$ cat src/rtl/mdu_pkg.sv
// mdu_pkg: shared types for the iterative multiply/divide unit.
//   mdu_op_e    - operation encodings (MUL, MULHU, DIVU, REMU)
//   mdu_state_e - sequencer states (IDLE, RUN, DONE)
//   op_is_div   - true for the two divide-class operations
package mdu_pkg;

    typedef enum logic [1:0] {
        MDU_MUL   = 2'b00,
        MDU_MULHU = 2'b01,
        MDU_DIVU  = 2'b10,
        MDU_REMU  = 2'b11
    } mdu_op_e;

    typedef enum logic [1:0] {
        IDLE = 2'd0,
        RUN  = 2'd1,
        DONE = 2'd2
    } mdu_state_e;

    function automatic logic op_is_div(input mdu_op_e op);
        return (op == MDU_DIVU) || (op == MDU_REMU);
    endfunction

endpackage

$ cat src/rtl/mdu_sequencer_if.sv
// mdu_sequencer_if: request/response bundle between the control unit and the MDU.
//   start_i, op_i, A_i, B_i    - request (driven by the master / control unit)
//   busy_o, done_o, result_o   - status and result (driven by the slave / MDU)
interface mdu_sequencer_if
    import mdu_pkg::*;
#(
    parameter int WIDTH = 32
);
    logic             start_i;
    mdu_op_e          op_i;
    logic [WIDTH-1:0] A_i;
    logic [WIDTH-1:0] B_i;
    logic             busy_o;
    logic             done_o;
    logic [WIDTH-1:0] result_o;

    modport master (
        output start_i, op_i, A_i, B_i,
        input  busy_o, done_o, result_o
    );

    modport slave (
        input  start_i, op_i, A_i, B_i,
        output busy_o, done_o, result_o
    );
endinterface

$ cat src/rtl/mdu_iter_step.sv
// mdu_iter_step: one combinational iteration of the MDU datapath.
//   is_div_i   - 1: restoring divide step, 0: shift-add multiply step
//   hi_i/lo_i  - working pair: {product_hi, product_lo/multiplier} or {rem, quot}
//   opnd_a_i   - multiplicand (multiply only)
//   opnd_b_i   - divisor (divide only)
//   hi_o/lo_o  - working pair after this iteration
module mdu_iter_step
    import mdu_pkg::*;
#(
    parameter int WIDTH = 32
) (
    input  logic             is_div_i,
    input  logic [WIDTH-1:0] hi_i,
    input  logic [WIDTH-1:0] lo_i,
    input  logic [WIDTH-1:0] opnd_a_i,
    input  logic [WIDTH-1:0] opnd_b_i,
    output logic [WIDTH-1:0] hi_o,
    output logic [WIDTH-1:0] lo_o
);

    logic [WIDTH:0]   sum_s;
    logic [WIDTH:0]   rem_sh_s;
    logic             no_borrow_s;
    logic [WIDTH-1:0] diff_s;

    // Single-iteration next-value computation for both operation classes
    always_comb begin
        // Multiply: the low half doubles as the multiplier, so its LSB selects the add
        // and the carry of the add becomes the product MSB after the right shift.
        sum_s = {1'b0, hi_i} + (lo_i[0] ? {1'b0, opnd_a_i} : {(WIDTH+1){1'b0}});
        // Divide: the remainder keeps the bit shifted out of its top, because
        // 2*rem+1 can exceed WIDTH bits when the divisor is close to 2^WIDTH.
        rem_sh_s    = {hi_i, lo_i[WIDTH-1]};
        no_borrow_s = (rem_sh_s >= {1'b0, opnd_b_i});
        // When no borrow occurs the true difference is below the divisor, so the
        // low WIDTH bits of a modular subtract are exact.
        diff_s      = rem_sh_s[WIDTH-1:0] - opnd_b_i;
        if (is_div_i) begin
            if (no_borrow_s) begin
                hi_o = diff_s;
                lo_o = {lo_i[WIDTH-2:0], 1'b1};
            end else begin
                hi_o = rem_sh_s[WIDTH-1:0];
                lo_o = {lo_i[WIDTH-2:0], 1'b0};
            end
        end else begin
            hi_o = sum_s[WIDTH:1];
            lo_o = {sum_s[0], lo_i[WIDTH-1:1]};
        end
    end

endmodule

$ cat src/rtl/mdu_sequencer.sv
// mdu_sequencer: iterative RV32M MUL/MULHU/DIVU/REMU unit, one bit per cycle.
//   clk    - system clock, rising edge
//   reset  - asynchronous active-high reset; aborts any operation silently
//   bus    - mdu_sequencer_if slave: start_i/op_i/A_i/B_i in, busy_o/done_o/result_o out
module mdu_sequencer
    import mdu_pkg::*;
#(
    parameter int WIDTH = 32
) (
    input  logic             clk,
    input  logic             reset,
    mdu_sequencer_if.slave   bus
);

    localparam int CNT_W = $clog2(WIDTH) + 1;

    mdu_state_e       state_q, state_d;
    mdu_op_e          op_q, op_d;
    logic [CNT_W-1:0] cnt_q, cnt_d;
    logic [WIDTH-1:0] hi_q, hi_d;
    logic [WIDTH-1:0] lo_q, lo_d;
    logic [WIDTH-1:0] a_q, a_d;
    logic [WIDTH-1:0] b_q, b_d;
    logic [WIDTH-1:0] result_q, result_d;
    logic [WIDTH-1:0] step_hi_s, step_lo_s;

    mdu_iter_step #(.WIDTH(WIDTH)) u_step (
        .is_div_i (op_is_div(op_q)),
        .hi_i     (hi_q),
        .lo_i     (lo_q),
        .opnd_a_i (a_q),
        .opnd_b_i (b_q),
        .hi_o     (step_hi_s),
        .lo_o     (step_lo_s)
    );

    // State, operand, working and result registers
    always_ff @(posedge clk or posedge reset) begin
        if (reset) begin
            state_q  <= IDLE;
            op_q     <= MDU_MUL;
            cnt_q    <= {CNT_W{1'b0}};
            hi_q     <= {WIDTH{1'b0}};
            lo_q     <= {WIDTH{1'b0}};
            a_q      <= {WIDTH{1'b0}};
            b_q      <= {WIDTH{1'b0}};
            result_q <= {WIDTH{1'b0}};
        end else begin
            state_q  <= state_d;
            op_q     <= op_d;
            cnt_q    <= cnt_d;
            hi_q     <= hi_d;
            lo_q     <= lo_d;
            a_q      <= a_d;
            b_q      <= b_d;
            result_q <= result_d;
        end
    end

    // Next-state, operand capture, iteration and result selection
    always_comb begin
        state_d  = state_q;
        op_d     = op_q;
        cnt_d    = cnt_q;
        hi_d     = hi_q;
        lo_d     = lo_q;
        a_d      = a_q;
        b_d      = b_q;
        result_d = result_q;
        case (state_q)
            IDLE: begin
                if (bus.start_i) begin
                    op_d  = bus.op_i;
                    a_d   = bus.A_i;
                    b_d   = bus.B_i;
                    hi_d  = {WIDTH{1'b0}};
                    cnt_d = {CNT_W{1'b0}};
                    if (op_is_div(bus.op_i)) begin
                        // Low half starts as the dividend and fills with quotient bits.
                        lo_d = bus.A_i;
                        if (bus.B_i == {WIDTH{1'b0}}) begin
                            state_d  = DONE;
                            result_d = (bus.op_i == MDU_DIVU) ? {WIDTH{1'b1}} : bus.A_i;
                        end else begin
                            state_d = RUN;
                        end
                    end else begin
                        // Low half starts as the multiplier and fills with product bits.
                        lo_d    = bus.B_i;
                        state_d = RUN;
                    end
                end else begin
                    state_d = IDLE;
                end
            end
            RUN: begin
                hi_d  = step_hi_s;
                lo_d  = step_lo_s;
                cnt_d = cnt_q + CNT_W'(32'd1);
                if (cnt_q == CNT_W'(WIDTH - 1)) begin
                    state_d = DONE;
                    case (op_q)
                        MDU_MUL, MDU_DIVU:   result_d = step_lo_s;
                        MDU_MULHU, MDU_REMU: result_d = step_hi_s;
                        default:             result_d = result_q;
                    endcase
                end else begin
                    state_d = RUN;
                end
            end
            DONE: begin
                state_d = IDLE;
            end
            default: begin
                state_d = IDLE;
            end
        endcase
    end

    assign bus.busy_o   = (state_q != IDLE);
    assign bus.done_o   = (state_q == DONE);
    assign bus.result_o = result_q;

endmodule

$ cat src/flat_wrapper.sv
// flat-port wrapper written by rule: the top's interface ports become plain ports
module mdu_sequencer_flat import mdu_pkg::*;
#(
    parameter int WIDTH = 32
)
  (clk, reset, bus_start_i, bus_op_i, bus_A_i, bus_B_i, bus_busy_o, bus_done_o, bus_result_o);
  mdu_sequencer_if #(.WIDTH(WIDTH)) bus_i ();
  input  logic clk;
  input  logic reset;
  input wire logic [$bits(bus_i.start_i)-1:0] bus_start_i;
  input wire logic [$bits(bus_i.op_i)-1:0] bus_op_i;
  input wire logic [$bits(bus_i.A_i)-1:0] bus_A_i;
  input wire logic [$bits(bus_i.B_i)-1:0] bus_B_i;
  output wire logic [$bits(bus_i.busy_o)-1:0] bus_busy_o;
  output wire logic [$bits(bus_i.done_o)-1:0] bus_done_o;
  output wire logic [$bits(bus_i.result_o)-1:0] bus_result_o;
  assign bus_i.start_i = bus_start_i;
  assign bus_i.op_i = bus_op_i;
  assign bus_i.A_i = bus_A_i;
  assign bus_i.B_i = bus_B_i;
  assign bus_busy_o = bus_i.busy_o;
  assign bus_done_o = bus_i.done_o;
  assign bus_result_o = bus_i.result_o;
  mdu_sequencer #(.WIDTH(WIDTH)) u_core (.clk(clk), .reset(reset), .bus(bus_i));
endmodule
$ cat config.mk
export PLATFORM = sky130hd
export DESIGN_NAME = mdu_sequencer_flat
export DESIGN_NICKNAME = d
export VERILOG_FILES = /design/src/rtl/mdu_pkg.sv /design/src/rtl/mdu_sequencer_if.sv /design/src/rtl/mdu_iter_step.sv /design/src/rtl/mdu_sequencer.sv /design/src/flat_wrapper.sv
export SDC_FILE = /design/constraint.sdc
export NUM_CORES = 1
export LEC_CHECK = 0
export ABC_AREA = 1
export CAP_MARGIN = 20
export CORE_MARGIN = 2
export CORE_UTILIZATION = 40
export CTS_BUF_LIST = sky130_fd_sc_hd__clkbuf_8
export DETAILED_ROUTE_END_ITERATION = 6
export PLACE_DENSITY_LB_ADDON = 0.2
export SYNTH_ARGS = -nofsm -noshare
export SYNTH_HDL_FRONTEND = slang
export SYNTH_SLANG_ARGS = --single-unit
export TNS_END_PERCENT = 50
$ cat constraint.sdc
create_clock -name clk -period 6.8 [get_ports clk]
set_input_delay 1.02 -clock clk [delete_from_list [all_inputs] [get_ports clk]]
set_output_delay 1.02 -clock clk [all_outputs]
set_load 0.05 [all_outputs]
# ---- Yosys cells after proc, flatten, opt, wreduce, memory -nomap -nowiden
# Cells that the tools add are included.
dict set report op_classes {
  n_mux 24
  eq_ne 12
  n_reduce_logical 12
  n_addsub 3
  magnitude_cmp 1
}
# op n
set ops {}
lappend ops {{two-way mux 32 bit} 12}
lappend ops {{one-hot mux 32 bit (2 select lines)} 4}
lappend ops {{adder 32 x 33 -> 33 bit} 1}
lappend ops {{greater-or-equal comparator 33 x 32 -> 1 bit} 1}
lappend ops {{logical NOT 32 bit} 1}
lappend ops {{subtractor 32 bit} 1}
lappend ops {{one-hot mux 6 bit (2 select lines)} 1}
lappend ops {{equality test 2 bit (second input constant)} 5}
lappend ops {{two-way mux 2 bit} 4}
lappend ops {{adder 6 x 1 -> 6 bit (second input constant)} 1}
lappend ops {{equality test 6 x 5 -> 1 bit (second input constant)} 1}
lappend ops {{two-way mux 6 bit} 1}
lappend ops {{!= test 2 x 1 -> 1 bit (second input constant)} 3}
lappend ops {{AND reduction 5 bit} 1}
lappend ops {{equality test 2 x 1 -> 1 bit (second input constant)} 2}
lappend ops {{logical NOT 2 bit} 2}
lappend ops {{one-hot mux 2 bit (2 select lines)} 1}
lappend ops {{AND reduction 2 bit} 2}
lappend ops {{nonzero test 2 bit} 2}
lappend ops {{OR reduction 2 bit} 2}
lappend ops {{logical OR 1 bit} 2}
lappend ops {{!= test 2 bit (second input constant)} 1}
lappend ops {{two-way mux 1 bit} 1}
dict set report word_totals {
  in_bits 69
  out_inout_bits 34
  word_cells 60
  ff_bits 170
}

# ---- Logic depth before layout (Yosys ltp)
# Gate-level depths: netlist of the first run.
dict set report depth {
  depth_word 6
  depth_mapped 19
  mapped_depth_nobuf 18
}

# ---- By module
# From an unflattened synthesis of the first run, not the netlist that was laid out.
dict set report hier_totals {
  cells_unflattened 2154
  hier_area_um2 13843.3
}
# module seq_area_each_um2 cells_per_inst instances area_each_um2
set modules_own_cells {}
lappend modules_own_cells {mdu_sequencer 4254.1 886 1 7703.6}
lappend modules_own_cells {mdu_iter_step 0.0 1268 1 6139.6}

# ---- Least setup slack after synthesis of the first run
# Ideal clock, no wire load.
dict set report synth_path {
  path_type {in2reg}
  startpoint {input port bus_B_i[8]}
  endpoint {register u_core.result_q[0], in the netlist u_core.bus.result_o[0]}
  arrival_time_ns 2.291
  setup_slack_ns 4.388
  setup_time_ns 0.121
  path_stages 9
  n_path_buf 1
  t_required_ns 6.679
  path_cell_list {nor4_1 nand3_1 nor4_1 nand3_1 nand2_1 inv_1 clkbuf_1 nor2_1 a21oi_1}
}
dict set report synth_between {
  elab_chain_cells 3
}
# item line
set synth_lines {}
lappend synth_lines {{start, declared} flat_wrapper.sv:13} ;# input wire logic [$bits(bus_i.B_i)-1:0] bus_B_i;
lappend synth_lines {{logical NOT 32 bit} mdu_sequencer.sv:81} ;# if (bus.B_i == {WIDTH{1'b0}}) begin
lappend synth_lines {{!= test 2 x 1 -> 1 bit (no source line)} n/a}
lappend synth_lines {{AND reduction 5 bit (no source line)} n/a}
lappend synth_lines {{end signal, assigned} mdu_sequencer.sv:47} ;# result_q <= {WIDTH{1'b0}};
lappend synth_lines {{end signal, assigned} mdu_sequencer.sv:56} ;# result_q <= result_d;
lappend synth_lines {{end, declared} mdu_sequencer.sv:24} ;# logic [WIDTH-1:0] result_q, result_d;
# Every way passes these cells.
# A chain may end at the register's enable or synchronous reset.

# ---- Worst setup path in the final report of the first run
dict set report layout_path {
  startpoint {register u_core.hi_q[24]}
  endpoint {register u_core.result_q[16], in the netlist u_core.bus.result_o[16]}
}
dict set report layout_between {
  elab_chain_cells 6
}
# item line
set layout_lines {}
lappend layout_lines {{start, declared} mdu_sequencer.sv:20} ;# logic [WIDTH-1:0] hi_q, hi_d;
lappend layout_lines {{start signal, assigned} mdu_sequencer.sv:43} ;# hi_q <= {WIDTH{1'b0}};
lappend layout_lines {{start signal, assigned} mdu_sequencer.sv:52} ;# hi_q <= hi_d;
lappend layout_lines {{greater-or-equal comparator 33 x 32 -> 1 bit} mdu_iter_step.sv:34} ;# no_borrow_s = (rem_sh_s >= {1'b0, opnd_b_i});
lappend layout_lines {{two-way mux 32 bit} mdu_iter_step.sv:39} ;# if (no_borrow_s) begin
lappend layout_lines {{two-way mux 32 bit} mdu_iter_step.sv:38} ;# if (is_div_i) begin
lappend layout_lines {{one-hot mux 32 bit (2 select lines)} mdu_sequencer.sv:102} ;# case (op_q)
lappend layout_lines {{two-way mux 32 bit} mdu_sequencer.sv:100} ;# if (cnt_q == CNT_W'(WIDTH - 1)) begin
lappend layout_lines {{one-hot mux 32 bit (2 select lines)} mdu_sequencer.sv:70} ;# case (state_q)
# Every way passes these cells. The select of a mux whose other input is x is not followed.

==> impl_metrics.yaml, run 1 <==
logic_synthesis:
  seq_area_frac_synth_pct: 30.2
  synthCells: 2316
  synth_cell_type_count: 33
  avgSynthCellArea_um2: 6.09
  synth_common_cells: "nand2_1 (812), inv_1 (415), dfrtp_1 (170), nor2_1 (170), nand3_1 (142)"
  synth_area_leaders: "dfrtp_1 (30%), nand2_1 (22%), inv_1 (11%)"
  synth_top_area_share_pct: 30.2
  synth.most_common_cell: "nand2_1"
  yosys_warnings: 0
  synth-seq-cells: 170
  syn-cell-area_um2: 14100
  yosysTopAreaCell: "dfrtp_1"
  syn-num-nets: 2452
  ys.flop_type: "dfrtp_1"
  async_flop_share_pct: 100
  synth_edf_count: 0
power_and_ir_drop:
  power_switching_share_pct: 57.7
  p_int_mw: 3.85
  irDropWorstVdd_uv: 379
  seqPwrFrac_pct: 20.9
  totalPowerFinal_mw: 9.10
  switching_power_mw: 5.24
  pwr-share-comb_pct: 71.2
  power_density_nw_per_um2: 572
  leakage_nw: 8.95
  clockPowerShare_pct: 7.8
die:
  die_w_um: 192
  die_y_um: 192
  coreArea_um2: 34600
  die_area_um2: 36800
  io_pins: 103
  rows: 68
  start_util_pct: 40.7
clocking:
  cts_root_buffer: "clkbuf_8"
  h-tree-depth: 4
  cts_setup_buffers: 0
  hold_buffers: 0
  cts_sinks: 170
  ctsLongestPathBuffers: 2
  cts_tree: "built"
  clkTransAtPathRegs_ns: 0.10
  numCtsBuffers: 17
  insertion_delay_ns: 0.49
  cts_resized: 0
sta:
  fin_tns_setup_ns: 0
  rsz0062_at_grt: "false"
  final.setup_skew_ns: 0.0183
  maxSlewViolCount: 0
  hold_viol_final: 0
  fin_crit_sh_pct: 55.2
  min_period_ns: 3.75
  setup_viol_count_final: 0
  max_slew_margin_pct: 34.3
  max_freq_mhz: 267
  worstMarginPinSlew_ns: 0.984
finish:
  design_area_um2: 15900
  area_growth_pct: 12.8
  final_nets: 2503
  drive_above_1_share_pct: 2.86
  fillCellCount: 3667
  final_util_pct: 45.9
  diodes: 0
route:
  routedWlPerCell_um: 18.0
  wirelength_um: 51100
  route.vias.total: 15147
  drt_pass1_iterations: 7
  drc: 2
  vias_per_cell: 5.34
  first_iter_violations: 1679
  ant_nets: 0
setup_path:
  reg2reg_slack_ns: 3.05
  worstSetupStartpointType: "flip-flop"
  critical_path_class: "reg2reg"
  cp.required_ns: 7.21
  arrival_ns: 4.16
  crit_fanout: 35
  crit_path_end_kind: "flip-flop"
hold_path:
  min_path_type: "reg2reg"
status:
  violations: "DRC"
  outcome: "finished, violations left"
global_routing:
  grt_usage_pct: 28.1
  grt-ovfl-total: 0
  grt_pass1_vias: 14017
  grt_pass1_wl_um: 79400
  grt_max_degree: 137
  antenna_found_initial: 1
placed_design:
  placed_area_um2: 15500
  gp_congestion: 0.989
  detailed_place_hpwl_um: 39400
  port_buffers: 102
job:
  cap_violations: 0
-- power by group through the flow --
stage | Sequential, mW | Clock (mW) | Combinational [mW]
2_1_floorplan | 2.06 | 0 | 4.26
3_3_place_gp | 1.89 | 0 | 6.32
3_5_place_dp | 1.90 | 0 | 6.34
4_1_cts | 1.89 | 0.718 | 6.38
5_1_grt | 1.95 | 0.759 | 7.21
6_report | 1.90 | 0.711 | 6.48
-- critical path, cell delays in order (launching register included) --
cell     delay [ns]
dfrtp_1        0.47
ha_1           0.42
nand2_1        0.14
nor2_1         0.20
inv_1          0.10
nor3_1         0.41
nand2_2        0.08
buf_4          0.29
a21oi_4        0.83
nand2_1        0.27
nand4_1        0.21
nand2_1        0.09
a21oi_1        0.13
-- cells in the final DEF (no fill, tap or decap), types with 9 or more instances in the layout --
cell             instances
a22o_1                  28
o211ai_1                29
nand2_1                811
nand3_1                142
ha_1                    65
xor2_1                  16
a21oi_1                117
o21ai_0                129
o21bai_1                 9
nor2_1                 168
inv_1                  416
clkbuf_8                20
clkdlybuf4s50_1        101
nand4_1                 83
dfrtp_1                168
buf_4                   17
-- area by class of cell --
cell class	count	area, um2	share of cell area, %
inverters	417	1570	9.87
flip-flops and latches	170	4260	26.8
clock buffers	20	275	1.73
clock inverters	12	88.8	0.558
well taps	455	569	3.58
repair buffers	121	1190	7.49
multi-input cells	1640	7960	50.0
-- through the flow --
stage	setup WS [ns]	instances	hold WS [ns]
after CTS	3.10	2834	0.472
after global routing	2.78	2835	0.508
final	3.05	2835	0.473
after global placement	3.11	2801	0.452
after floorplan	1.18	2316	0.432
after detailed placement	3.13	2802	0.453
-- path summary, 6_finish.rpt --
check                                 from                       to  cells past startpoint
min                        u_core.cnt_q[5]          u_core.cnt_q[5]                      1
max reg2reg                u_core.hi_q[24]  u_core.bus.result_o[16]                     12
min reg2reg                u_core.cnt_q[5]          u_core.cnt_q[5]                      1
max in group asynchronous            reset           u_core.b_q[30]                      3
max                        u_core.hi_q[24]  u_core.bus.result_o[16]                     12
min in group asynchronous            reset        u_core.state_q[1]                      2
-- state kept, by name (all words and copies together) (netlist names) --
register,count
u_core.a_q,32
u_core.cnt_q,6
u_core.b_q,32
u_core.hi_q,32
u_core.op_q,2
u_core.bus.result_o,32
u_core.lo_q,32
u_core.state_q,2
-- cells by family after synthesis --
family | synth area share [%]
compound gates | 13.0
xor+xnor | 0.993
fa+ha+maj | 6.05
buf+inv | 13.6
flops | 30.2
simple gates | 36.2
-- metal layers --
metal / vias to the layer above / share of wire (%) / track usage [%]
met1: 7020 / 47 / 42.0
met2: 649 / 43 / 42.0
met3: 66 / 8.0 / 3.98
met5: - / 0.024 / 0
met4: 2 / 2.3 / 7.96
li1: 7410 / - / -
Power figures use the tool's default switching activity.
==> inputs of run 2 (changes only) <==
==> constraint.sdc (replaced) <==
create_clock -name clk -period 3.45 [get_ports clk]
set_input_delay 0.5175 -clock clk [delete_from_list [all_inputs] [get_ports clk]]
set_output_delay 0.5175 -clock clk [all_outputs]
set_load 0.05 [all_outputs]
==> run 2 against run 1 <==
  * The run now ends clean
  * Clock power rose by 110%
  * Worst hold slack got worse by 0.046 ns
  * Total power rose by 100%
  * Critical path depth grew 6
  * Final area grew 0.72%
  * Utilization up 0.33 points
  * First-iteration DRC count shrank 5.6%
  * Via count increased by 0.85%
  * Die area unchanged
==> impl_metrics.yaml, run 2 (same netlist as run 1, synthesis figures left out) <==
status:
  outcome: "completed"
placed_design:
  dp.cells: 2809
  detailed_place_hpwl_um: 40900
  placed_area_um2: 15600
  gp_congestion: 0.980
  place_ws_ns: 0.0404
  port_buffers: 102
sta:
  fin_ws_ns: 0.153
  fin_crit_sh_pct: 95.6
  final.setup_skew_ns: 0.0195
  max_freq_mhz: 303
  rsz0062_at_grt: "false"
  fin_tns_setup_ns: 0
  max_slew_margin_pct: 26.3
  min_period_ns: 3.30
  worstMarginPinSlew_ns: 1.10
  hold_viol_final: 0
  maxSlewViolCount: 0
  setup_viol_count_final: 0
die:
  die_y_um: 192
  rows: 68
  die_area_um2: 36800
  io_pins: 103
  coreArea_um2: 34600
  die_w_um: 192
  start_util_pct: 40.7
finish:
  fillCellCount: 3710
  drive_above_1_share_pct: 3.23
  final_nets: 2510
  area_growth_pct: 13.6
  stdcell_count: 2842
  final_util_pct: 46.3
  design_area_um2: 16000
  final_common_cell: "nand2_1"
  diodes: 0
  final_cell_mix: "nand2_1 (811), inv_1 (414), nor2_1 (168), dfrtp_1 (168), nand3_1 (142)"
global_routing:
  grt_max_degree: 104
  grt_pass1_vias: 14301
  grt_pass1_wl_um: 81900
  grt_usage_pct: 29.4
  grt-ovfl-total: 0
  antenna_found_initial: 1
clocking:
  numCtsBuffers: 17
  cts_root_buffer: "clkbuf_8"
  cts_resized: 0
  hold_buffers: 0
  insertion_delay_ns: 0.49
  cts_tree: "built"
  cts_setup_buffers: 0
  ctsLongestPathBuffers: 2
  h-tree-depth: 4
  cts_sinks: 170
  clkTransAtPathRegs_ns: 0.10
hold_path:
  min_path_type: "in2async"
setup_path:
  crit_fanout: 4
  crit_family: "simple AND/OR/NAND/NOR gates"
  path_buf_inv: 2
  crit_path_cell_trace: "inv_1, ha_1, inv_1, fa_1, nand3_1, nand3_1, nand2_1, nand2_1, nand2_1, nand2_1, nand2_1, nand2_1, nand2_1, nand2_1, nand2_1, nand4_1, nand2_1, a21oi_1"
  arrival_ns: 3.67
  crit_top_cell: "nand2_1"
  cp.required_ns: 3.82
  crit_path_end_kind: "flip-flop"
  reg2reg_slack_ns: 0.15
  worstSetupStartpointType: "flip-flop"
  critical-path-slowest-cell: "fa_1"
  max_stage_delay_ns: 0.43
  critical_path_class: "reg2reg"
route:
  drt_pass1_iterations: 6
  route.vias.total: 15276
  vias_per_cell: 5.38
  ant_nets: 0
  first_iter_violations: 1585
  wirelength_um: 53200
  drc: 0
  routedWlPerCell_um: 18.7
power_and_ir_drop:
  irDropWorstVdd_uv: 789
  power_switching_share_pct: 58.0
  clockPowerShare_pct: 8.3
  seqPwrFrac_pct: 21.0
  p_int_mw: 7.69
  leakage_nw: 8.99
  power_density_nw_per_um2: 1140
  switching_power_mw: 10.6
  pwr-share-comb_pct: 70.7
job:
  cap_violations: 0
[run 2: changes by cell type in the layout (fill, tap and decap cells not counted), sizes merged]
cell      delta
inv          -1
a21oi        +1
clkbuf       -2
bufinv       +1
clkinv       +1
buf          +6
clkinvlp     +1
[run 2: final timing paths]
kind                                 start                      end  depth (start not counted)
max                        u_core.lo_q[31]  u_core.bus.result_o[26]                         18
min                                  reset           u_core.lo_q[3]                          2
max reg2reg                u_core.lo_q[31]  u_core.bus.result_o[26]                         18
min reg2reg                u_core.cnt_q[5]          u_core.cnt_q[5]                          1
max in group asynchronous            reset          u_core.hi_q[20]                          3
min in group clk           u_core.cnt_q[5]          u_core.cnt_q[5]                          1
[run 2: cell type report]
class / instances / area [um2] / share of cell area [%]
Clock buffer: 18 / 248 / 1.55
Clock inverter: 14 / 161 / 1.01
Inverter: 417 / 1570 / 9.79
Multi-Input combinational cell: 1641 / 7970 / 49.7
Sequential cell: 170 / 4260 / 26.6
Tap cell: 455 / 569 / 3.55
Timing Repair Buffer: 127 / 1250 / 7.82
[run 2: power by group through the flow]
stage | sequential (mW) | clock (mW) | combinational (mW)
after global placement | 3.82 | 0 | 12.6
after global routing | 3.95 | 1.62 | 14.5
final | 3.85 | 1.51 | 13.0
after detailed placement | 3.83 | 0 | 12.7
after CTS | 3.80 | 1.55 | 12.8
after floorplan | 4.05 | 0 | 8.40
[run 2: per-stage QoR]
stage / hold slack, ns / power (mW)
after floorplan: 0.432 / 12.5
after global placement: 0.452 / 16.5
after detailed placement: 0.460 / 16.5
after CTS: 0.410 / 18.1
after global routing: 0.466 / 20.0
final: 0.427 / 18.3
[run 2: worst reg2reg max path: stages (launching register included)]
cell	delay (ns)
dfrtp_1	0.37
inv_1	0.17
ha_1	0.33
inv_1	0.14
fa_1	0.43
nand3_1	0.09
nand3_1	0.21
nand2_1	0.12
nand2_1	0.14
nand2_1	0.10
nand2_1	0.13
nand2_1	0.14
nand2_1	0.07
nand2_1	0.06
nand2_1	0.04
nand2_1	0.08
nand4_1	0.28
nand2_1	0.20
a21oi_1	0.08
[run 2: layer usage]
layer / vias up / GRT usage, % / part of all wire [%]
met3: 62 / 6.21 / 8.8
met5: - / 0 / 0.024
li1: 7428 / - / -
met4: 2 / 8.61 / 2.3
met1: 7200 / 43.1 / 46
met2: 584 / 43.3 / 43
==> inputs of run 3 (changes only) <==
--- a/config.mk
+++ b/config.mk
@@ -12,6 +12,7 @@
 export CTS_BUF_LIST = sky130_fd_sc_hd__clkbuf_8
 export DETAILED_ROUTE_END_ITERATION = 6
 export PLACE_DENSITY_LB_ADDON = 0.2
+export SKIP_LAST_GASP = 1
 export SYNTH_ARGS = -nofsm -noshare
 export SYNTH_HDL_FRONTEND = slang
 export SYNTH_SLANG_ARGS = --single-unit
==> results of run 3 <==
No change in the layout: final DEF, timing and power equal those of run 2.
